[src/rtl/wb_regfile_pkg.sv]
// Shared constants and write-back select encoding for the WB stage / register file.
package wb_regfile_pkg;
  localparam int DATA_W   = 32;
  localparam int ADDR_W   = 5;
  localparam int REG_ZERO = 0;
  localparam int LINK_REG = 31;

  typedef enum logic [1:0] {
    WB_SEL_ALU  = 2'd0,
    WB_SEL_MEM  = 2'd1,
    WB_SEL_LINK = 2'd2
  } wb_sel_e;
endpackage

[src/rtl/wb_regfile_select.sv]
// Combinational write-back mux: picks data, destination and effective enable.
module wb_select
  import wb_regfile_pkg::*;
#(
  parameter int DATA_W   = wb_regfile_pkg::DATA_W,
  parameter int ADDR_W   = wb_regfile_pkg::ADDR_W,
  parameter int LINK_REG = wb_regfile_pkg::LINK_REG
) (
  input  logic              rst,
  input  logic              memtoreg,
  input  logic              regwrite,
  input  logic              jalr,
  input  logic              jald,
  input  logic [DATA_W-1:0] pc_add,
  input  logic [DATA_W-1:0] alu,
  input  logic [DATA_W-1:0] rdata,
  input  logic [ADDR_W-1:0] dst,
  output logic [DATA_W-1:0] wdata,
  output logic [ADDR_W-1:0] wreg,
  output logic              wen
);
  wb_sel_e sel;

  always_comb begin
    sel = WB_SEL_ALU;
    if (jald | jalr) sel = WB_SEL_LINK;
    else if (memtoreg) sel = WB_SEL_MEM;
  end

  always_comb begin
    wdata = alu;
    case (sel)
      WB_SEL_LINK: wdata = pc_add;
      WB_SEL_MEM:  wdata = rdata;
      default:     wdata = alu;
    endcase
  end

  // jal overrides the destination even if jalr is also set
  assign wreg = jald ? ADDR_W'(LINK_REG) : dst;
  assign wen  = (regwrite | jald) & (wreg != ADDR_W'(REG_ZERO)) & ~rst;
endmodule

[src/rtl/wb_regfile.sv]
// Write-back stage merged with the architectural register file; two write-first read ports.
module wb_regfile
  import wb_regfile_pkg::*;
#(
  parameter int DATA_W   = wb_regfile_pkg::DATA_W,
  parameter int ADDR_W   = wb_regfile_pkg::ADDR_W,
  parameter int LINK_REG = wb_regfile_pkg::LINK_REG
) (
  input  logic              Clk,
  input  logic              Reset,
  input  logic              WBmemtoreg,
  input  logic              WBregwrite,
  input  logic              WBcntrljalr,
  input  logic              WBcntrljald,
  input  logic [DATA_W-1:0] WBPCAddResult,
  input  logic [DATA_W-1:0] WBAluResult,
  input  logic [DATA_W-1:0] WBReadData,
  input  logic [ADDR_W-1:0] WBRegDst,
  input  logic [ADDR_W-1:0] ReadReg1,
  input  logic [ADDR_W-1:0] ReadReg2,
  output logic [DATA_W-1:0] ReadData1,
  output logic [DATA_W-1:0] ReadData2,
  output logic [DATA_W-1:0] WriteData,
  output logic [ADDR_W-1:0] WriteReg,
  output logic              WriteEn
);
  localparam int NREGS  = 1 << ADDR_W;
  localparam int NPORTS = 2;

  logic [DATA_W-1:0] regs [NREGS];
  logic [NPORTS-1:0][ADDR_W-1:0] ra;
  logic [NPORTS-1:0][DATA_W-1:0] rd;

  wb_select #(.DATA_W(DATA_W), .ADDR_W(ADDR_W), .LINK_REG(LINK_REG)) u_sel (
    .rst      (Reset),
    .memtoreg (WBmemtoreg),
    .regwrite (WBregwrite),
    .jalr     (WBcntrljalr),
    .jald     (WBcntrljald),
    .pc_add   (WBPCAddResult),
    .alu      (WBAluResult),
    .rdata    (WBReadData),
    .dst      (WBRegDst),
    .wdata    (WriteData),
    .wreg     (WriteReg),
    .wen      (WriteEn)
  );

  // WriteEn is already low for reg 0 and during reset, so only reset needs priority here
  always_ff @(posedge Clk) begin
    if (Reset) begin
      for (int i = 0; i < NREGS; i++) regs[i] <= '0;
    end else if (WriteEn) begin
      regs[WriteReg] <= WriteData;
    end
  end

  assign ra = {ReadReg2, ReadReg1};

  for (genvar p = 0; p < NPORTS; p++) begin : g_rd
    always_comb begin
      rd[p] = regs[ra[p]];
      if (ra[p] == ADDR_W'(REG_ZERO)) rd[p] = '0;
      else if (WriteEn && (WriteReg == ra[p])) rd[p] = WriteData;
    end
  end

  assign ReadData1 = rd[0];
  assign ReadData2 = rd[1];
endmodule

[config.mk]
export PLATFORM = sky130hd
export DESIGN_NAME = wb_regfile
export DESIGN_NICKNAME = d
export VERILOG_FILES = /design/src/rtl/wb_regfile_pkg.sv /design/src/rtl/wb_regfile_select.sv /design/src/rtl/wb_regfile.sv
export SDC_FILE = /design/constraint.sdc
export NUM_CORES = 2
export LEC_CHECK = 0
export ABC_CLOCK_PERIOD_IN_PS = 3400
export BUFFER_PORTS_ARGS = -buffer_cell sky130_fd_sc_hd__buf_2
export CELL_PAD_IN_SITES_DETAIL_PLACEMENT = 0
export CELL_PAD_IN_SITES_GLOBAL_PLACEMENT = 2
export CORE_MARGIN = 3
export CORE_UTILIZATION = 45
export DETAILED_ROUTE_END_ITERATION = 8
export GPL_TIMING_DRIVEN = 1
export MAX_ROUTING_LAYER = met4
export PLACE_DENSITY_LB_ADDON = 0.15
export REMOVE_ABC_BUFFERS = 1
export SKIP_CTS_REPAIR_TIMING = 1
export SKIP_LAST_GASP = 1
export SLEW_MARGIN = 20
export SYNTH_ARGS = -nofsm -noshare
export SYNTH_HDL_FRONTEND = slang
export SYNTH_HIERARCHICAL = 1
export SYNTH_SLANG_ARGS = --single-unit
[constraint.sdc]
create_clock -name Clk -period 3.4 [get_ports Clk]
set_input_delay 0.68 -clock Clk [delete_from_list [all_inputs] [get_ports Clk]]
set_output_delay 0.68 -clock Clk [all_outputs]
set_load 0.01 [all_outputs]
==> metrics.md <==
| Metric | Value |
|---|---|
| Outcome | `finished with violations` |
| Violated checks | `negative setup slack` |
| Synthesized flop and latch total | `1024` |
| Final Wtd Congestion | `0.960` |
| Critical Path AT | `2.78 ns` |
| RSZ-0062 raised after global routing | `yes` |
| Io pins | `219` |
| Gr usage total | `33.7%` |
| Worst vdd ir | `0.434 mV` |
| Clock buffer depth | `3` |
| Nets | `4625` |
| Htree depth | `3` |
| Number of library cell types mapped by synthesis | `53` |
| Largest regs | `regs (1024)` |
| Dominant synthesized flop cell | `edfxtp_1` |
| Fin util | `55.8%` |
| Clk sink count | `1024` |
| Root Driver | `clkbuf_16` |
| DP Wirelength | `148 mm` |
| Number of synthesized flops with an enable pin | `1024` |
| Sequential fraction of the synthesis area | `54.8%` |
| Critical hold path startpoint | `WBPCAddResult[25]` |
| Top post-synthesis cells by area | `edfxtp_1 (55%), mux4_2 (15%), and2_1 (11%), mux2i_1 (6.4%), clkbuf_1 (1.9%)` |
| Drt total wl | `217 mm` |
| DIE WIDTH | `359 um` |
| Max reg flops | `1024` |
| Pwr dens | `474 nW/um^2` |
| Drc violations | `0` |
| MaxCap Viol Count | `0` |
| Share of the synthesized area in the top cell type | `54.8%` |
| Cell mode on critical path | `buf_12` |
| CP Capture Type | `output port` |
| DR WL/cell | `34.8 um` |
| Crit-path cells | `buf_16 > buf_12 > buf_12 > buf_12 > xnor2_4 > nand2_4 > nor4_4 > buf_6 > buf_12 > a32o_2 > buf_6` |
| Total gr overflow | `0` |
| Initial DRC Count | `4992` |
| Largest stage delay, worst path | `0.40 ns` |
| Area of the die | `129000 sq um` |
| Count leader, synth | `and2_1` |
| Num CTS Buffers | `113` |
| CP max-delay cell | `nor4_4` |
| Core Area | `123000 sq um` |
| Yosys top cell by area | `edfxtp_1` |
| Crit-path max FO | `9` |
| Detailed-route via count | `39200` |
| Yosys warning total | `6` |
| Pre-Repair DR Iteration Count | `8` |
| Final period util | `102%` |
| Crit path from | `ReadReg1[0]` |
| Area Overhead vs Synth | `22.2%` |
| Detail Route Antenna Nets | `0` |
| DR vias/cell | `6.29` |
| Worst relative slew slack | `42.0%` |
| Layout cell share with drive strength beyond 1 | `34.5%` |
| Worst hold path type | `input pin to flop` |
| Async SR Flop Fraction | `0%` |
| CP Launch Type | `input pin` |
| Kind of critical path | `input pin to output port` |
| Clock-pin slew on the worst setup and hold paths | `0.07 ns` |
| Max Clock Freq | `289 MHz` |
| Largest net degree at the start of global routing | `39` |
| Final min period | `3.46 ns` |
| LEAKAGE | `25.5 nW` |
| Netlist Area Pre-Place | `56100 sq um` |
| Mapped Avg Cell Area | `14.2 sq um` |
| Final TNS setup | `-0.584 ns` |
| CTS tree | `done` |
| Cells on Worst Hold Path | `5` |
| Initial antenna violation count | `7` |
| Die Y | `359 um` |
| Final count of negative-setup-slack endpoints | `26` |
| Starting Density | `45.7%` |
| Num rows | `128` |
| CP bufs+invs | `7` |
| Mapped Cells | `3952` |
| Crit path max-delay family | `buffers and inverters` |
| Post-synth top cells | `and2_1 (1027), edfxtp_1 (1024), mux4_2 (377)` |
| Final hold viol count | `0` |
| Required time of the worst setup path | `2.72 ns` |
| Port Buffers | `218` |
| Pins over their slew limit | `0` |
| Crit path depth | `11` |
| Fin worst setup slack | `-0.0641 ns` |
| Vias in the first global route | `39000` |
| Tightest Pin Transition | `0.867 ns` |
| Biggest register | `regs` |
| First-pass GRT wire length | `297 mm` |
## kinds of logic (layout without fill, tap and decap cells)
family	Yosys count	in the layout	share of synthesized area [%]
AO/OA/AOI/OAI	520	520	6.49
XOR/XNOR	10	10	0.156
buffers and inverters	432	1083	3.72
flip-flops	1024	1024	54.8
multiplexers	741	741	21.6
other	0	4	0
AND/OR/NAND/NOR	1225	1225	13.2
## per-layer routing
metal / GRT usage, % / up-vias / share of wire, %
li1: - / 16300 / -
met1: 43.5 / 20200 / 39
met2: 52.8 / 2237 / 47
met3: 5.35 / 448 / 9.0
met4: 15.4 / 0 / 5.5
met5: - / - / 0
## metrics by stage
stage | power (mW) | setup slack, ns | cells | area (sq um) | hold WS (ns)
finish | 32.5 | -0.0641 | 6232 | 68500 | 0.551
global route | 33.3 | -0.0686 | 6228 | 68500 | 0.564
CTS | 32.4 | -0.335 | 6176 | 67500 | 0.505
floorplan | 17.1 | -1.43 | 3522 | 54000 | 1.38
detailed placement | 20.2 | -0.324 | 5966 | 63900 | 1.27
global placement | 20.1 | -0.318 | 5966 | 63900 | 1.25
## final cells by class
class,count,area (sq um)
timing repair buffer,871,8270
fill,9975,54300
sequential,1024,30700
multi-input combinational,2496,23800
tap,1625,2030
clock buffer,150,3090
inverter,2,7.51
antenna,4,10.0
clock inverter,60,569
## cells in the final DEF, fill, tap and decap left out, drive strengths merged, types with 3 or more instances in the layout
cell type | netlist | layout
nand3 | 12 | 12
o221a | 14 | 14
a211oi | 33 | 33
o21ai | 124 | 124
a32oi | 10 | 10
nor2b | 5 | 5
or2 | 41 | 41
o221ai | 38 | 38
edfxtp | 1024 | 1024
mux4 | 377 | 377
bufinv | 0 | 11
xnor2 | 10 | 10
and2 | 1028 | 1028
a221oi | 25 | 25
a32o | 32 | 32
nor2 | 50 | 50
a31oi | 10 | 10
clkbuf | 289 | 158
clkinv | 2 | 46
nor3 | 4 | 4
nand2b | 5 | 5
o2111ai | 6 | 6
nand2 | 64 | 64
nand3b | 4 | 4
o22ai | 35 | 35
mux2 | 6 | 6
or3b | 3 | 3
mux2i | 358 | 358
buf | 138 | 863
clkinvlp | 0 | 4
diode | 0 | 4
a22oi | 111 | 111
a21oi | 65 | 65
a221o | 12 | 12
## tightest hold or removal path, cell delays in order
cell and delay (ns):
buf_2 0.07, o21ai_1 0.06, o21ai_2 0.08, buf_12 0.13
and2_1 0.13
## path summary, 6_finish.rpt
check	end	slack, ns
hold / removal	regs[22][25]	0.55
setup / recovery	ReadData1[22]	-0.06
## where the power goes
group / total (mW) / leakage [nW] / switching [mW] / internal [mW]
Clock: 12.3 / 1.78 / 5.16 / 7.18
Combinational: 5.24 / 13.9 / 2.95 / 2.30
Sequential: 14.9 / 9.73 / 0.354 / 14.6
Total: 32.5 / 25.5 / 8.46 / 24.0
Note: power is estimated with default switching activity, not from simulation.
